==> src/rtl/instruktions_holer.sv <==
// Instruction fetch stage of the Hans processor: non-pipelined fetch of one
// 32-bit word per instruction, handshake with memory, PC sequencing and jumps.
module instruktions_holer #(
  parameter logic [31:0] START_ADRESSE = 32'h0000_0000
) (
  input  logic        Takt,
  input  logic        Reset,
  output logic        SpeicherAnfrage,
  output logic [31:0] SpeicherAdresse,
  input  logic [31:0] SpeicherDaten,
  input  logic        SpeicherBereit,
  output logic [31:0] Instruktion,
  output logic        DekodierSignal,
  output logic [31:0] BefehlsZaehler,
  input  logic        Weiter,
  input  logic        SprungAktiv,
  input  logic [31:0] SprungZiel,
  output logic [31:0] BefehlsAnzahl
);

  typedef enum logic [1:0] {
    ANFRAGE     = 2'd0,
    AUSGABE     = 2'd1,
    AUSFUEHRUNG = 2'd2
  } state_t;

  state_t      state_q, state_d;
  logic [31:0] pc_q, pc_d;
  logic [31:0] instr_q, instr_d;
  logic [31:0] bz_q, bz_d;
  logic [31:0] anzahl_q, anzahl_d;
  logic        anfrage_q, anfrage_d;
  logic        dekod_q, dekod_d;

  // Request and strobe are registered from the next state so they line up
  // with the state they belong to; a response is only accepted while the
  // request is actually on the bus (not in the first cycle after reset).
  always_comb begin
    state_d   = state_q;
    pc_d      = pc_q;
    instr_d   = instr_q;
    bz_d      = bz_q;
    anzahl_d  = anzahl_q;
    anfrage_d = 1'b0;
    dekod_d   = 1'b0;
    case (state_q)
      ANFRAGE: begin
        if (anfrage_q && SpeicherBereit) begin
          instr_d = SpeicherDaten;
          bz_d    = pc_q;
          state_d = AUSGABE;
          dekod_d = 1'b1;
        end else begin
          anfrage_d = 1'b1;
        end
      end
      AUSGABE: begin
        anzahl_d = anzahl_q + 32'd1;
        state_d  = AUSFUEHRUNG;
      end
      AUSFUEHRUNG: begin
        if (Weiter) begin
          pc_d      = SprungAktiv ? SprungZiel : pc_q + 32'd1;
          state_d   = ANFRAGE;
          anfrage_d = 1'b1;
        end
      end
      default: begin
        state_d   = ANFRAGE;
        anfrage_d = 1'b1;
      end
    endcase
  end

  always_ff @(posedge Takt) begin
    if (!Reset) begin
      state_q   <= ANFRAGE;
      pc_q      <= START_ADRESSE;
      instr_q   <= 32'd0;
      bz_q      <= 32'd0;
      anzahl_q  <= 32'd0;
      anfrage_q <= 1'b0;
      dekod_q   <= 1'b0;
    end else begin
      state_q   <= state_d;
      pc_q      <= pc_d;
      instr_q   <= instr_d;
      bz_q      <= bz_d;
      anzahl_q  <= anzahl_d;
      anfrage_q <= anfrage_d;
      dekod_q   <= dekod_d;
    end
  end

  assign SpeicherAnfrage = anfrage_q;
  assign SpeicherAdresse = pc_q;
  assign Instruktion     = instr_q;
  assign DekodierSignal  = dekod_q;
  assign BefehlsZaehler  = bz_q;
  assign BefehlsAnzahl   = anzahl_q;

endmodule

==> config.mk <==
export PLATFORM = sky130hd
export DESIGN_NAME = instruktions_holer
export DESIGN_NICKNAME = d
export VERILOG_FILES = /design/src/rtl/instruktions_holer.sv
export SDC_FILE = /design/constraint.sdc
export NUM_CORES = 1
export LEC_CHECK = 0
export BUFFER_PORTS_ARGS = -buffer_cell sky130_fd_sc_hd__buf_4
export CORE_UTILIZATION = 50
export CTS_BUF_LIST = sky130_fd_sc_hd__clkbuf_16
export CTS_CLUSTER_SIZE = 25
export DETAILED_ROUTE_END_ITERATION = 16
export HOLD_SLACK_MARGIN = 0.02
export PLACE_DENSITY = 0.8
export SETUP_SLACK_MARGIN = 0.4
export SLEW_MARGIN = 20
export SYNTH_ARGS = -nofsm -noshare
export SYNTH_HDL_FRONTEND = slang
export SYNTH_SLANG_ARGS = --single-unit
==> constraint.sdc <==
create_clock -name Takt -period 2.7 [get_ports Takt]
set_clock_uncertainty 0.2 [all_clocks]
set_input_delay 0.405 -clock Takt [delete_from_list [all_inputs] [get_ports Takt]]
set_output_delay 0.405 -clock Takt [all_outputs]
set_load 0.005 [all_outputs]
==> results of run 1 <==
report_power, final:
part           switching (W)  internal [W]
Combinational       0.000188      0.000180
Clock               0.000880       0.00144
Sequential         0.0000311       0.00199
Total                0.00110       0.00360
cell families after synthesis:
logic type | count (synthesis)
mux | 7
xor+xnor | 31
compound gates | 159
buf+inv | 58
simple gates | 350
flops | 132
fa+ha+maj | 2
flip-flops by register name, indices dropped and copies added, names as in the netlist:
| register | cells |
|---|---|
| BefehlsAnzahl | 32 |
| BefehlsZaehler | 32 |
| Instruktion | 32 |
| SpeicherAdresse | 32 |
| state_q | 2 |
| DekodierSignal | 1 |
| SpeicherAnfrage | 1 |
metal layers:
| metal | vias up | global-route usage, % | wire (um) |
|---|---|---|---|
| met5 | - | 0 | 0 |
| met2 | 248 | 46.8 | 8520 |
| met4 | 0 | 15.8 | 639 |
| li1 | 2971 | - | - |
| met1 | 2906 | 34.6 | 7090 |
| met3 | 39 | 8.36 | 1340 |
how the worst max path moves through the flow:
stage / start / to / cells after the start
floorplan: SpeicherAdresse[0] / SpeicherAdresse[26] / 6
global placement: SpeicherAdresse[0] / SpeicherAdresse[26] / 6
detailed placement: SpeicherAdresse[4] / SpeicherAdresse[31] / 5
CTS: SpeicherAdresse[4] / SpeicherAdresse[27] / 5
global route: SpeicherAdresse[0] / SpeicherAdresse[26] / 6
finish: SpeicherAdresse[4] / SpeicherAdresse[27] / 5
critical path, cell delays in order (launching register included):
cell	delay, ps
dfxtp_2	410
nand3_1	210
or3_4	470
nor4b_4	410
mux2i_1	240
a31oi_1	90
layout make-up:
type / count / area, um2 / area share (%)
Clock buffer: 17 / 425 / 5.14
Clock inverter: 15 / 165 / 2.00
Inverter: 6 / 23.8 / 0.287
Multi-Input combinational cell: 549 / 2990 / 36.1
Sequential cell: 132 / 2650 / 32.0
Tap cell: 143 / 179 / 2.16
Timing Repair Buffer: 235 / 1840 / 22.3
what timing repair did:
item | 4_1_cts | 5_1_grt
hold buffers | 21 | 0
setup endpoints to repair | 0 | 7
setup buffers | 0 | 3
endpoints found under the hold margin | 21 | 0
gates resized for setup | 0 | 11
metrics by stage:
| stage | util (%) | setup WS [ps] | power [W] |
|---|---|---|---|
| global route | 72.8 | 408 | 0.00484 |
| floorplan | - | 410 | 0.00221 |
| detailed placement | 65.4 | 412 | 0.00239 |
| finish | 72.8 | 526 | 0.00470 |
| global placement | 65.4 | 456 | 0.00238 |
| CTS | 72.4 | 400 | 0.00472 |
layout by cell type, fill, tap and decap left out, types with 4 or more instances in the layout:
cell and instances:
nor2_1 65, o31ai_1 4, xor2_1 24, a31oi_1 11, a21oi_1 83, nand2_1 174
nand4_1 18, and3_1 13, o21ai_0 20, o22ai_1 5, o41ai_1 4, dlygate4sd3_1 21
xnor2_1 7, nor3_1 11, dfxtp_2 7, nand3_1 28, dfxtp_1 125, mux2i_1 6
buf_4 212, and2_1 4, clkinvlp_4 5, inv_1 7, clkbuf_16 17
==> metrics.cfg, run 1 <==
[placed_design]
place_area_um2=7430
routabilityCongestion=0.885
dp_cells=1041
port_buffers=198
hpwl_um=11300

[detailed_routing]
drt_pass1_iterations=6
vias_per_cell=5.62
vias=6164
wl_per_cell_um=16.0
drc=0
routed_wl_um=17600
antenna_left=0
first_iter_violations=439

[synthesis]
synthArstFlopShare_pct=0
synth-warning-count=0
synth.distinct_cells=59
yosysTopAreaCell=dfxtp_1
synth_enable_flop_cells=0
synth_flop_cell=dfxtp_1
syn_area_per_cell_um2=7.88
yosys.area_share.simple_pct=28.0
synth_fa_ha_area_share_pct=0.430
synthTopCellsByCount=174 x nand2_1, 132 x dfxtp_1, 83 x a21oi_1
synth_top_family_by_area=simple AND/OR/NAND/NOR gates
synth-seq-cells=132
syn-num-nets=810
synth_area_leaders=dfxtp_1 45%, nand2_1 11%, a21oi_1 7.1%
post-synth-top-count-cell=nand2_1
postSynthCellCount=739
ys_seq_area_share_pct=45.4
synth_xor_xnor_area_share_pct=4.66
netlist.area_leader.share_pct=45.4
synthMuxAreaShare_pct=1.22
syn_area_um2=5820
synth_compound_area_share_pct=16.5

[floorplanning]
die_area_um2=12100
initial_core_util_pct=51.2
pin_count=199
die_w_um=110
core_area_um2=11400
die_h_um=110
rows=39

[grt]
grt_usage_pct=29.0
first_global_vias=5591
grt_overflow_total=0
grt_pass1_wl_um=27100
grt_max_degree=120
antenna_found_initial=0

[critical_path]
worst_ep_arrival_time_ps=2260
crit_path_end_kind=flip-flop
r2r_setup_slack_ps=530
r2r-end=SpeicherAdresse[27]
r2r-start=SpeicherAdresse[4]
critical_path_required_ps=2790
crit_fanout=9
start_kind=flip-flop
crit_type=flip-flop to flip-flop
rr_worst_depth=5

[power_and_ir_drop]
ir_worst_vdd_mv=0.474
power_density_nw_per_um2=568
p_leak_nw=3.38

[finish]
drive_above_1_share_pct=29.0
diodes=0
area_growth_pct=42.1
fin_area_um2=8280
finish.net_count=1012
nFillCells=865
finalNonFillerCells=1097

[job]
cap_violations=0

[clock_network]
clock_sinks=132
tritoncts=built
cts-buffers-inserted=17
clk-insertion-delay-late_ps=420
clkTransAtPathRegs_ps=60
root_buffer=clkbuf_16
cts_htree_levels=4
clock_path_buffers=2

[sta]
drv_slew=0
period_share_pct=80.5
worst_pin_slew_ps=679
layout_min_cycle_time_ps=2170
whs_ps=30.2
finalHoldViolations=0
setup_viol=0
fmax_ghz=0.460
rsz0062_at_grt=false
slew-limit-headroom_pct=54.7
setup_tns_ps=0

[worst_hold_path]
whs_path_depth=3
hold_start=SpeicherDaten[17]
hold_end=Instruktion[17]
hold_class=input port to flip-flop

[status]
status=finished, final reports clean

(Power assumes the default switching activity.)
==> run 2, diff against run 1 <==
clock period = 2.17 ns   (was 2.7 ns; I/O delays follow)
==> metrics.cfg, run 2 (synthesis gave the netlist of run 1 again) <==
[floorplanning]
pin_count=199  ; unchanged
core_area_um2=11400  ; unchanged
die_w_um=110  ; unchanged
initial_core_util_pct=51.2  ; unchanged
rows=39  ; unchanged
die_area_um2=12100  ; unchanged
die_h_um=110  ; unchanged

[critical_path]
worst_ep_arrival_time_ps=2170  ; -90 ps
crit_type=flip-flop to flip-flop
start_kind=flip-flop
crit_path_end_kind=flip-flop
cpMaxStageDelayCell=or4_4
crit_chain=ha_4 -> nand4_4 -> or4_4 -> nor4_4 -> mux2i_1 -> a31oi_1
crit_fanout=5  ; -4
slowest_delay_ps=490  ; +20 ps
critical_path_required_ps=2240  ; -550 ps

[power_and_ir_drop]
p_leak_nw=3.91  ; +16%
ir_worst_vdd_mv=0.624  ; +32%
power_density_nw_per_um2=614  ; +8.1%

[clock_network]
clock_sinks=132  ; unchanged
root_buffer=clkbuf_16
clkTransAtPathRegs_ps=60  ; about the same
clock_path_buffers=2  ; unchanged
cts-buffers-inserted=17  ; unchanged
clk-insertion-delay-late_ps=430  ; about the same
tritoncts=built
cts_htree_levels=4  ; unchanged

[detailed_routing]
drt_pass1_iterations=6  ; unchanged
routed_wl_um=20400  ; +16%
first_iter_violations=528  ; +20%
drc=0  ; unchanged
wl_per_cell_um=17.4  ; +8.3%
antenna_left=0  ; unchanged
vias=6733  ; +9.2%
vias_per_cell=5.74  ; +2.2%

[grt]
grt_pass1_wl_um=28900  ; +6.8%
grt_max_degree=120  ; unchanged
grt_overflow_total=0  ; unchanged
antenna_found_initial=0  ; unchanged
first_global_vias=6149  ; +10%
grt_usage_pct=30.9  ; +1.9 points

[finish]
mostFrequentLayoutCells=254 x buf_4, 172 x nand2_1, 98 x dfxtp_1, 82 x a21oi_1, 64 x nor2_1
area_growth_pct=60.3
finish.net_count=1088  ; +7.5%
drive_above_1_share_pct=38.6  ; +9.6 points
final_common_cell=buf_4
diodes=0  ; unchanged

[status]
status=finished, final reports clean

[sta]
fmax_ghz=0.476  ; +3.5%
drv_slew=0  ; unchanged
period_share_pct=96.8  ; +16 points
rsz0062_at_grt=true
finalHoldViolations=0  ; unchanged
setup_viol=0  ; unchanged
setup_tns_ps=0  ; unchanged
fin_ws_ps=69.0  ; -457 ps
layout_min_cycle_time_ps=2100  ; -72.6 ps
worst_pin_slew_ps=581  ; -97.8 ps
slew-limit-headroom_pct=61.2  ; +6.5 points

[worst_hold_path]
hold_class=input port to flip-flop

[placed_design]
routabilityCongestion=0.858  ; -3.0%
hpwl_um=11500  ; +1.7%
port_buffers=198  ; unchanged
place_ws_ps=92.1  ; -320 ps

[job]
cap_violations=0  ; unchanged

## run 2: cell count changes in the layout (fill, tap and decap cells not counted), moves of 5 or more
cell | before | now
nand3_2 | 3 | 13
buf_4 | 212 | 254
dfxtp_2 | 7 | 12
dfxtp_1 | 125 | 98
nand3_1 | 28 | 14
dlygate4sd3_1 | 21 | 40
dfxtp_4 | 0 | 22
buf_6 | 0 | 13
## run 2: critical path, delay by kind of cell (launching register included)
kind / cells / cell delay [ps]
flops: 1 / 370
compound gates: 1 / 130
simple gates: 3 / 820
mux: 1 / 270
fa+ha+maj: 1 / 160
## run 2: where the power goes
part | internal (W) | leakage [nW] | switching [W] | total [W]
Combinational | 0.000268 | 2.54 | 0.000272 | 0.000539
Sequential | 0.00245 | 1.09 | 0.0000347 | 0.00248
Clock | 0.00165 | 0.278 | 0.00106 | 0.00271
## run 2: final timing paths
check,from,to,slack (ps),cells after the start
setup reg to reg,SpeicherAdresse[0],SpeicherAdresse[26],70,6
hold reg to reg,BefehlsZaehler[23],BefehlsZaehler[23],250,2
setup / recovery,SpeicherAdresse[0],SpeicherAdresse[26],70,6
hold / removal,Weiter,SpeicherAnfrage,30,3
## run 2: final cells by class
cell class                 count  area, um2
multi-input combinational    549       3310
sequential                   132       2740
timing repair buffer         311       2530
fill                         661       2040
clock buffer                  17        425
tap                          143        179
clock inverter                15        124
inverter                       6       23.8
## run 2: layer usage
metal / global-route usage (%) / routed length [um] / up-vias
met2: 52.5 / 10200 / 358
met4: 15.1 / 675 / 0
met5: 0 / 0 / -
met3: 10.1 / 1900 / 72
li1: - / - / 3120
met1: 34.5 / 7600 / 3183
## run 2: metrics by stage
| stage | std cells | utilization [%] | area, um2 | hold slack (ps) | total power, W |
|---|---|---|---|---|---|
| 3_5_place_dp | 1056 | 67.4 | 7660 | 247 | 0.00300 |
| 4_1_cts | 1152 | 78.7 | 8940 | 21.1 | 0.00572 |
| 3_3_place_gp | 1056 | 67.4 | 7660 | 242 | 0.00298 |
| 5_1_grt | 1173 | 82.1 | 9330 | 40.3 | 0.00589 |
| 2_1_floorplan | 739 | - | 5940 | 253 | 0.00275 |
| 6_report | 1173 | 82.1 | 9330 | 34.5 | 0.00573 |
## run 2: repair_timing
item / CTS / global route
setup endpoints to repair: 43 / 48
cloned: 1 / 0
pin swaps: 15 / 25
setup buffers: 23 / 21
hold buffers: 40 / 0
hold endpoints to repair: 39 / 0
resized for setup: 48 / 60
==> run 3, diff against run 2 <==
RECOVER_POWER = 50   (was not set)
SLEW_MARGIN = 0   (was 20)
==> metrics.cfg, run 3 (synthesis gave the netlist of run 1 again) <==
[critical_path]
cp-startpoint=SpeicherAdresse[13]
r2r-end=SpeicherAdresse[26]
r2r-start=SpeicherAdresse[13]
cp_top_family=simple AND/OR/NAND/NOR gates
crit_type=flip-flop to flip-flop
r2r_setup_slack_ps=8  ; -60 ps
worst-path-buf-inv=0  ; unchanged
start_kind=flip-flop
crit_fanout=5  ; unchanged
rr_worst_depth=5  ; -1
crit_chain=nand3_2 -> or4_4 -> nor4_4 -> mux2i_1 -> a31oi_1
slowest_delay_ps=620  ; +130 ps
crit_path_end_kind=flip-flop
cpMaxStageDelayCell=or4_4
crit_cells=5  ; -1
worst_ep_arrival_time_ps=2230  ; +60 ps
critical_path_required_ps=2240  ; about the same
cp-endpoint=SpeicherAdresse[26]

[sta]
slew-limit-headroom_pct=59.8  ; -1.5 points
period_share_pct=99.6  ; +2.8 points
layout_min_cycle_time_ps=2160  ; +60.7 ps
fmax_ghz=0.463  ; -2.8%
rsz0062_at_grt=true
setup_viol=0  ; unchanged
fin_ws_ps=8.28  ; -60.7 ps
worst_pin_slew_ps=604  ; +22.2 ps
finalHoldViolations=0  ; unchanged
drv_slew=0  ; unchanged

[power_and_ir_drop]
p_leak_nw=3.76  ; -4.0%
ir_worst_vdd_mv=0.627  ; +0.44%
power_density_nw_per_um2=622  ; +1.4%

[clock_network]
clock_sinks=132  ; unchanged
clk-insertion-delay-late_ps=420  ; about the same
tritoncts=built
clkTransAtPathRegs_ps=60  ; about the same
cts_htree_levels=4  ; unchanged
root_buffer=clkbuf_16
clock_path_buffers=2  ; unchanged
cts-buffers-inserted=17  ; unchanged

[finish]
mostFrequentLayoutCells=172 x nand2_1, 160 x buf_4, 113 x dfxtp_1, 82 x a21oi_1, 71 x clkbuf_4
drive_above_1_share_pct=34.9  ; -3.8 points
final_common_cell=nand2_1
multi_input_area_um2=3310  ; unchanged
diodes=0  ; unchanged
finish.net_count=1088  ; unchanged
regArea_um2=2710  ; -1.1%
nFillCells=702  ; +6.2%
area_growth_pct=57.9
utilization_pct=80.9  ; -1.2 points

[detailed_routing]
routed_wl_um=20400  ; about the same
drt_pass1_iterations=5  ; -1
antenna_left=0  ; unchanged
wl_per_cell_um=17.3  ; about the same
first_iter_violations=552  ; +4.5%
vias_per_cell=5.74  ; about the same
drc=0  ; unchanged
vias=6732  ; -0.015%

[grt]
grt_max_degree=120  ; unchanged
grt_use_met2_pct=52.5  ; unchanged
grt_use_met1_pct=34.5  ; unchanged
first_global_vias=6149  ; unchanged
grt_usage_pct=30.9  ; unchanged
grt_pass1_wl_um=28900  ; unchanged
grt_overflow_total=0  ; unchanged
antenna_found_initial=0  ; unchanged
top_usage_layer=met2
use_met3_pct=10.1  ; unchanged

[worst_hold_path]
hold_class=input port to flip-flop

[placed_design]
routabilityCongestion=0.858  ; unchanged
place_ws_ps=92.1  ; unchanged
port_buffers=198  ; unchanged
hpwl_um=11500  ; unchanged

[floorplanning]
core_area_um2=11400  ; unchanged
initial_core_util_pct=51.2  ; unchanged
rows=39  ; unchanged
die_w_um=110  ; unchanged
pin_count=199  ; unchanged
die_h_um=110  ; unchanged
die_area_um2=12100  ; unchanged

[job]
cap_violations=0  ; unchanged

[status]
status=finished, final reports clean

-- run 3: cell count changes in the layout (fill, tap and decap cells not counted), sizes merged --
cell	before	now
buf	271	175
clkbuf	17	113
-- run 3: how the worst min path moves through the flow --
stage	slack (ps)	depth (start not counted)	to	startpoint
final	40	3	SpeicherAnfrage	Weiter
after global routing	40	3	SpeicherAdresse[31]	SprungZiel[31]
after CTS	20	3	SpeicherAdresse[31]	SprungZiel[31]
after detailed placement	250	2	BefehlsZaehler[2]	BefehlsZaehler[2]
after global placement	240	2	Instruktion[29]	Instruktion[29]
after floorplan	250	2	BefehlsZaehler[0]	BefehlsZaehler[0]
-- run 3: stage by stage --
step                      cell area, um2  setup TNS [ps]  std cells  hold slack [ps]  total power (W)
after floorplan                     5940               0        739              253          0.00275
after global placement              7660               0       1056              242          0.00298
after detailed placement            7660               0       1056              247          0.00300
after CTS                           8940               0       1152             21.1          0.00572
after global routing                9190           -16.4       1173             40.3          0.00588
final                               9190               0       1173             37.3          0.00572
-- run 3: cell type report --
cell class,instances,area share (%)
Tap cell,143,1.95
Clock buffer,17,4.63
Timing Repair Buffer,311,26.4
Inverter,6,0.259
Sequential cell,132,29.5
Clock inverter,15,1.35
Multi-Input combinational cell,549,36.0
-- run 3: power breakdown --
part           internal [W]  switching, W
Sequential          0.00245     0.0000337
Clock               0.00165       0.00106
Combinational      0.000255      0.000270
Total               0.00436       0.00136
-- run 3: worst min-delay path, stage by stage --
cell and delay [ps]:
buf_4 100, o21ai_0 70, a21oi_1 120
-- run 3: what timing repair did --
item                                    4_1_cts  5_1_grt
buffers inserted                             23       21
gates resized for setup                      48       60
gates cloned                                  1        0
hold buffers                                 40        0
hold endpoints to repair                     39        0
pin swaps                                    15       25
endpoints found under the setup margin       43       48
-- run 3: layer usage --
metal | share of wire, % | up-vias
li1 | - | 3123
met1 | 37 | 3175
met2 | 50 | 360
met3 | 9.4 | 74
met4 | 3.3 | 0
met5 | 0 | -
